File: src/rtl/seven_segment_scanner.sv
// Time-multiplexed common-anode seven-segment scanner: one digit per prescaler
// strobe, active-low segments and digit selects, inputs snapshotted once per frame.
module seven_segment_scanner #(
  parameter int n_digits     = 4,
  parameter int strobe_width = 16
) (
  input  logic                  clk,
  input  logic                  reset,
  input  logic [4*n_digits-1:0] number,
  input  logic [n_digits-1:0]   dots,
  input  logic                  blank_zeros,
  output logic [7:0]            abcdefgh,
  output logic [n_digits-1:0]   digit,
  output logic                  frame_start
);

  localparam int IW = (n_digits > 1) ? $clog2(n_digits) : 1;

  logic [strobe_width-1:0] cnt_q;
  logic [IW-1:0]           idx_q;
  logic [IW-1:0]           nidx;
  logic                    strobe;
  logic                    frame_load;

  logic [4*n_digits-1:0]   num_q;
  logic [n_digits-1:0]     dots_q;
  logic                    blank_q;

  logic [4*n_digits-1:0]   src_num;
  logic [n_digits-1:0]     src_dots;
  logic                    src_blank;

  logic [3:0]              nib;
  logic                    dot;
  logic                    blank;
  logic                    run;
  int unsigned             j;

  logic [7:0]              seg_q, seg_d;
  logic [n_digits-1:0]     digit_q, digit_d;
  logic                    frame_q;

  function automatic logic [6:0] seg7(input logic [3:0] h);
    logic [6:0] s;
    case (h)
      4'h0: s = 7'b1111110;
      4'h1: s = 7'b0110000;
      4'h2: s = 7'b1101101;
      4'h3: s = 7'b1111001;
      4'h4: s = 7'b0110011;
      4'h5: s = 7'b1011011;
      4'h6: s = 7'b1011111;
      4'h7: s = 7'b1110000;
      4'h8: s = 7'b1111111;
      4'h9: s = 7'b1111011;
      4'hA: s = 7'b1110111;
      4'hB: s = 7'b0011111;
      4'hC: s = 7'b1001110;
      4'hD: s = 7'b0111101;
      4'hE: s = 7'b1001111;
      default: s = 7'b1000111;
    endcase
    return s;
  endfunction

  assign strobe = &cnt_q;

  always_comb begin
    nidx       = (idx_q == IW'(n_digits - 1)) ? '0 : idx_q + 1'b1;
    frame_load = (nidx == '0);
    // The frame's first digit bypasses the snapshot it is loading in the same cycle.
    src_num    = frame_load ? number      : num_q;
    src_dots   = frame_load ? dots        : dots_q;
    src_blank  = frame_load ? blank_zeros : blank_q;

    nib   = '0;
    dot   = 1'b0;
    blank = 1'b0;
    run   = 1'b1;
    j     = 0;
    // Walk from the leftmost digit so run tracks "all nibbles from here up are zero".
    for (int unsigned k = 0; k < n_digits; k++) begin
      j   = n_digits - 1 - k;
      run = run & (src_num[4*j +: 4] == 4'h0);
      if (nidx == IW'(j)) begin
        nib   = src_num[4*j +: 4];
        dot   = src_dots[j];
        blank = run & src_blank & (j != 0);
      end
    end

    seg_d   = {(blank ? 7'h7F : ~seg7(nib)), ~dot};
    digit_d = ~(n_digits'(1) << nidx);
  end

  always_ff @(posedge clk) begin
    if (reset) begin
      cnt_q   <= '0;
      idx_q   <= IW'(n_digits - 1);
      seg_q   <= '1;
      digit_q <= '1;
      frame_q <= 1'b0;
      num_q   <= '0;
      dots_q  <= '0;
      blank_q <= 1'b0;
    end else begin
      cnt_q   <= cnt_q + 1'b1;
      frame_q <= strobe & frame_load;
      if (strobe) begin
        idx_q   <= nidx;
        seg_q   <= seg_d;
        digit_q <= digit_d;
        if (frame_load) begin
          num_q   <= number;
          dots_q  <= dots;
          blank_q <= blank_zeros;
        end
      end
    end
  end

  assign abcdefgh    = seg_q;
  assign digit       = digit_q;
  assign frame_start = frame_q;

endmodule

File: config.mk
export PLATFORM = sky130hd
export DESIGN_NAME = seven_segment_scanner
export DESIGN_NICKNAME = d
export VERILOG_FILES = /design/src/rtl/seven_segment_scanner.sv
export SDC_FILE = /design/constraint.sdc
export NUM_CORES = 1
export LEC_CHECK = 0
export ABC_AREA = 1
export CELL_PAD_IN_SITES_DETAIL_PLACEMENT = 1
export CELL_PAD_IN_SITES_GLOBAL_PLACEMENT = 2
export CORE_MARGIN = 1.5
export CORE_UTILIZATION = 32
export DETAILED_ROUTE_END_ITERATION = 16
export PLACE_DENSITY = 0.8
export SKIP_CTS_REPAIR_TIMING = 1
export SLEW_MARGIN = 0
export SYNTH_ARGS = -nofsm -noshare
export SYNTH_HDL_FRONTEND = slang
export SYNTH_SLANG_ARGS = --single-unit
File: constraint.sdc
create_clock -name clk -period 5.1 [get_ports clk]
set_input_delay 0.51 -clock clk [delete_from_list [all_inputs] [get_ports clk]]
set_output_delay 0.51 -clock clk [all_outputs]
set_load 0.05 [all_outputs]
* After elaboration in Yosys (flattened, before gate mapping)
Memory sizes are Yosys's and may differ from the RTL's.
Cells that the tools add are included.
** Word-level totals
- Register bits after elaboration :: 52
- ROM bits :: 112
- Input bits :: 23
- Output and inout bits :: 13
- Logic and storage cells :: 47
- Memories :: 1
** Memory list
- (no name shown) :: depth 16, width 7, rd ports 1, clocked after Yosys merged registers in 0, write ports 0, RTL line 45 : case (h)
** Cells by class
- Add/sub/neg operators :: 2
- Equality and inequality tests :: 4
- Shifts and indexed selects :: 1
- Mux-type cells :: 17
- Bitwise operators :: 9
- Reductions and logical operators :: 5
** Operators with widths (count)
- two-way mux 4 bit :: 5
- adder 16 x 1 -> 16 bit, second input constant :: 1
- two-way mux 16 bit :: 1
- AND reduction 16 bit :: 1
- logical NOT 4 bit :: 3
- two-way mux 1 bit :: 9
- two-way mux 7 bit :: 1
- inverter 7 bit :: 1
- AND 1 bit :: 6
- == test 2 bit, second input constant :: 3
- inverter 4 bit :: 1
- left shift 1 x 2 -> 4 bit, first input constant :: 1
- adder 2 x 1 -> 2 bit, second input constant :: 1
- == test 2 x 1 -> 1 bit, second input constant :: 1
- logical NOT 2 bit :: 1
- two-way mux 2 bit :: 1
- inverter 1 bit :: 1

* Longest topological paths before layout
- Depth in word-level cells :: 11
- Depth in mapped cells :: 18
- Depth with buffers taken out :: 17

* Worst setup path after synthesis
No wires, ideal clock.
- Path kind :: flip-flop to flip-flop
- From :: register idx_q[0]
- To :: register seg_q[7], in the netlist abcdefgh[7]
- Setup time :: 0.115 ns
- Arrival time :: 1.918 ns
- Required time :: 4.985 ns
- Path slack :: 3.067 ns
- Stages on the path, launching flop included :: 14
- Buffers on the path :: 0
- Clock period less this slack :: 2.033 ns
- Path through :: dfxtp_1 inv_1 ha_1 inv_1 nand3_1 a21boi_1 inv_1 ha_1 inv_1 nand3_1 nand3_1 nand3_1 nand2_1 nand2_1
** On the way
- Longest elaborated chain between the ends :: 11
- Elaborated cells on any way between the ends :: 28
- Those cells by class :: add/sub (1); eq/ne (4); mux (12); bitwise (6); reduce/logical (4); memory (1)
** Ends and longest elaborated chain
- from (decl) :: RTL line 20 : logic [IW-1:0] idx_q;
- from (signal assigned) :: RTL line 99 : idx_q <= IW'(n_digits - 1);
- from (signal assigned) :: RTL line 110 : idx_q <= nidx;
- adder 2 x 1 -> 2 bit / == test 2 bit (equally long branches) :: RTL line 69 : nidx = (idx_q == IW'(n_digits - 1)) ? '0 : idx_q + 1'b1;
- two-way mux 2 bit (*) :: RTL line 69
- logical NOT 2 bit :: RTL line 70, 85
- two-way mux 16 bit
- two-way mux 4 bit / logical NOT 4 bit (equally long branches) :: RTL line 85, 84
- two-way mux 4 bit, or another cell as far along (3 in a row) :: RTL line 85 : if (nidx == IW'(j)) begin
- memory (16 x 7 bit) / two-way mux 1 bit (equally long branches)
- inverter 7 bit / two-way mux 1 bit (equally long branches) :: RTL line 92, 85
- two-way mux 7 bit (*) :: RTL line 92 : seg_d = {(blank ? 7'h7F : ~seg7(nib)), ~dot};
- to (signal assigned) :: RTL line 111 : seg_q <= seg_d;
- to (decl) :: RTL line 39 : logic [7:0] seg_q, seg_d;
Every way passes the cells marked *; elsewhere a longest branch is shown, timed or not.
A chain may end at the register's enable or synchronous reset.

* Worst setup path in the final report
- From :: register idx_q[0]
- To :: register seg_q[5], in the netlist abcdefgh[5]
The elaborated chain is that of the path after synthesis.

==> impl_results.md <==
- CTS tree: done
- Post-place setup slack: 2.236 ns
- Residual DRC count: 0
- Post-synth EDFFs: 0
- Worst hold-check path type: flip-flop to flip-flop
- Cells on worst reg2reg path: 16
- Synth unique cells: 34
- Num ports: 36
- Seq/Total Area, Yosys: 35.54%
- Worst-path clk slew: 0.09 ns
- Most common cell in the netlist: nand2_1
- Max Clock Freq: 349.7 MHz
- Drt via density: 4.848
- Wire per inst: 13.94 µm
- RSZ-0062 raised after global routing: no
- Largest net degree at the start of global routing: 34
- Leak: 0.001296 µW
- Insertion delay to the later sink of the worst-skew pair: 0.30 ns
- Overall Power: 762.8 µW
- Final hold vios: 0
- Share of the synthesized area in the top cell type: 35.54%
- Port Buf Inserts: 35
- Predominant post-synthesis flop cell: dfxtp_1
- YS warnings: 0
- Die width: 93.96 µm
- Fin crit period: 2.859 ns
- Skew final: 0.004605 ns
- Worst Tran Pin Value: 0.7962 ns
- TritonCTS Sinks: 47
- Critical Path AT: 3.02 ns
- Slew Limit Headroom: 46.86%
- Critical Path End: abcdefgh[5]
- Initial DRC count: 90
- GRT Total Usage: 17.88%
- Finish-stage setup viols: 0
- Utilization after layout: 40.15%
- Commonest cells in the synthesized netlist: 111 x nand2_1, 47 x dfxtp_1, 41 x inv_1, 33 x a21oi_1, 30 x nand3_1
- Detailed Routing Iterations Pass 1: 4
- WL final: 7264 µm
- Worst reg2reg setup slack: 2.24 ns
- Synth async-reset ratio: 0%
- Core Rows: 32
- Clock Path Buffers: 2
- Final nets: 453
- Hold wc startpoint: cnt_q[0]
- Starting density of the core: 33.57%
- Worst r2r src: idx_q[0]
- Total Neg Setup Slack: 0 ns
- Root Buffer Master: clkbuf_8
- Fin crit share: 56.06%
- Pwr/cell area: 240.9 nW/µm²
- Outcome: completed
- Peak VDD IR: 0.09635 mV
- Layout area overhead: 19.61%
- FF+latch count, synth: 47
- First-pass GRT wire length: 12200 µm
- Mapped Avg Cell Area: 6.824 µm²
- H-tree Lvls: 2
- Die Footprint: 8828 µm²
- Critical-path maximum fanout: 33
- Worst Path Class, Setup: flip-flop to flip-flop
- Initial antenna violation count: 0
- Top cell type by total area after synthesis: dfxtp_1
- Slew Limit Fails: 0
- R2r endpoint: abcdefgh[5]
- Die Ht: 93.96 µm
- Post-route antenna net violation count: 0
- Area contributors post-synth: dfxtp_1 36%, nand2_1 16%, a21oi_1 6.2%, inv_1 5.8%, ha_1 5.7%
- Number of diodes: 0
- CP required: 5.26 ns
- Synth Instances: 388
- Setup crit start: idx_q[0]
- Syn Std Cell Area: 2648 µm²
- Crit start category: flip-flop
- Layout cells sized above 1: 7.399%
- CTS Buf Count: 5
- Crit. End Element: flip-flop
- Vias in the first global route: 2458
- CORE AREA: 7888 µm²
- Gr ovfl total: 0
- Syn nets: 423
- Via count: 2526
- # Max-Cap Violations: 0
- RePlAce Congestion: 0.8206
- Fin worst setup slack: 2.241 ns
- DP Wirelength: 5404 µm
[cells in the final DEF, fill, tap and decap left out, types with 2 or more instances in the layout]
cell type | netlist | routed
a211oi_2 | 2 | 2
nand2_2 | 2 | 2
o21ai_0 | 19 | 19
inv_1 | 41 | 41
nand4_1 | 3 | 3
buf_4 | 2 | 2
a21boi_1 | 2 | 2
inv_2 | 6 | 6
nor2_2 | 3 | 3
nor3_2 | 2 | 2
a211oi_1 | 4 | 4
nand2_1 | 111 | 111
clkbuf_8 | 0 | 5
a21oi_1 | 33 | 33
o21ai_1 | 9 | 9
dfxtp_1 | 47 | 47
ha_1 | 12 | 12
nor2_1 | 28 | 28
nand3_1 | 30 | 30
clkdlybuf4s50_1 | 0 | 35
nor3_1 | 6 | 6
o211ai_1 | 2 | 2
nor2_4 | 2 | 2
bufinv_16 | 0 | 2
[cell families (layout without fill, tap and decap cells)]
logic type               Yosys count  after routing  share of synthesized area [%]
AO/OA/AOI/OAI                     76             76                          16.30
XOR/XNOR                           1              1                         0.3309
adder cells (fa/ha/maj)           12             12                          5.671
buffers and inverters             62             93                          10.82
flip-flops                        47             47                          35.54
AND/OR/NAND/NOR                  190            190                          31.33
[worst min-delay path by stage]
stage / end / cells past startpoint / slack [ns]
floorplan: cnt_q[0] / 1 / 0.42
global placement: cnt_q[0] / 1 / 0.43
detailed placement: cnt_q[0] / 1 / 0.44
CTS: cnt_q[0] / 1 / 0.46
global route: cnt_q[0] / 1 / 0.47
finish: cnt_q[0] / 1 / 0.45
[critical path: stages (launching register included)]
cell and delay [ns]:
dfxtp_1 0.43, ha_1 0.18, buf_4 0.30, inv_1 0.28
nand2_1 0.12, nand2_1 0.07, nand2_1 0.06, nand3_1 0.07
a21boi_1 0.41, inv_1 0.17, ha_1 0.22, nand3_1 0.10
nand2_1 0.06, nand2_1 0.09, nand2_1 0.05, nand2_1 0.05
nand3_1 0.05
[power breakdown]
group / switching, µW / leakage (µW) / internal (µW)
sequential: 1.35 / 0.000380 / 369
combinational: 34.5 / 0.000851 / 29.2
clock: 133 / 0.0000654 / 196
total: 169 / 0.00130 / 594
[layer usage]
metal  vias to the layer above  part of all wire [%]  global-route usage, %
met5                         -                     0                      0
met4                         0                   1.0                  4.851
met3                         5                   3.5                  2.832
met2                        36                    44                  27.84
met1                      1170                    51                  25.47
li1                       1315                     -                      -
[state kept, by name, indices dropped and copies added, names as in the netlist]
signal       cells
cnt_q           16
num_q           12
abcdefgh         8
digit            4
dots_q           3
idx_q            2
blank_q          1
frame_start      1
[through the flow]
step	hold slack [ns]	instances	area (µm²)
after floorplan	0.4175	388	2648
after global routing	0.4745	521	3167
after CTS	0.4608	521	3167
after global placement	0.4323	513	3034
after detailed placement	0.4418	513	3034
final	0.4517	521	3167
[area by class of cell]
| cell class | instances | area, µm² |
|---|---|---|
| inverter | 48 | 180.2 |
| fill | 1016 | 4721 |
| tap | 102 | 127.6 |
| clock inverter | 2 | 60.06 |
| sequential | 47 | 940.9 |
| multi-input combinational | 279 | 1420 |
| clock buffer | 6 | 72.57 |
| timing repair buffer | 37 | 365.4 |
No activity file was read; power rests on OpenSTA's default activity.
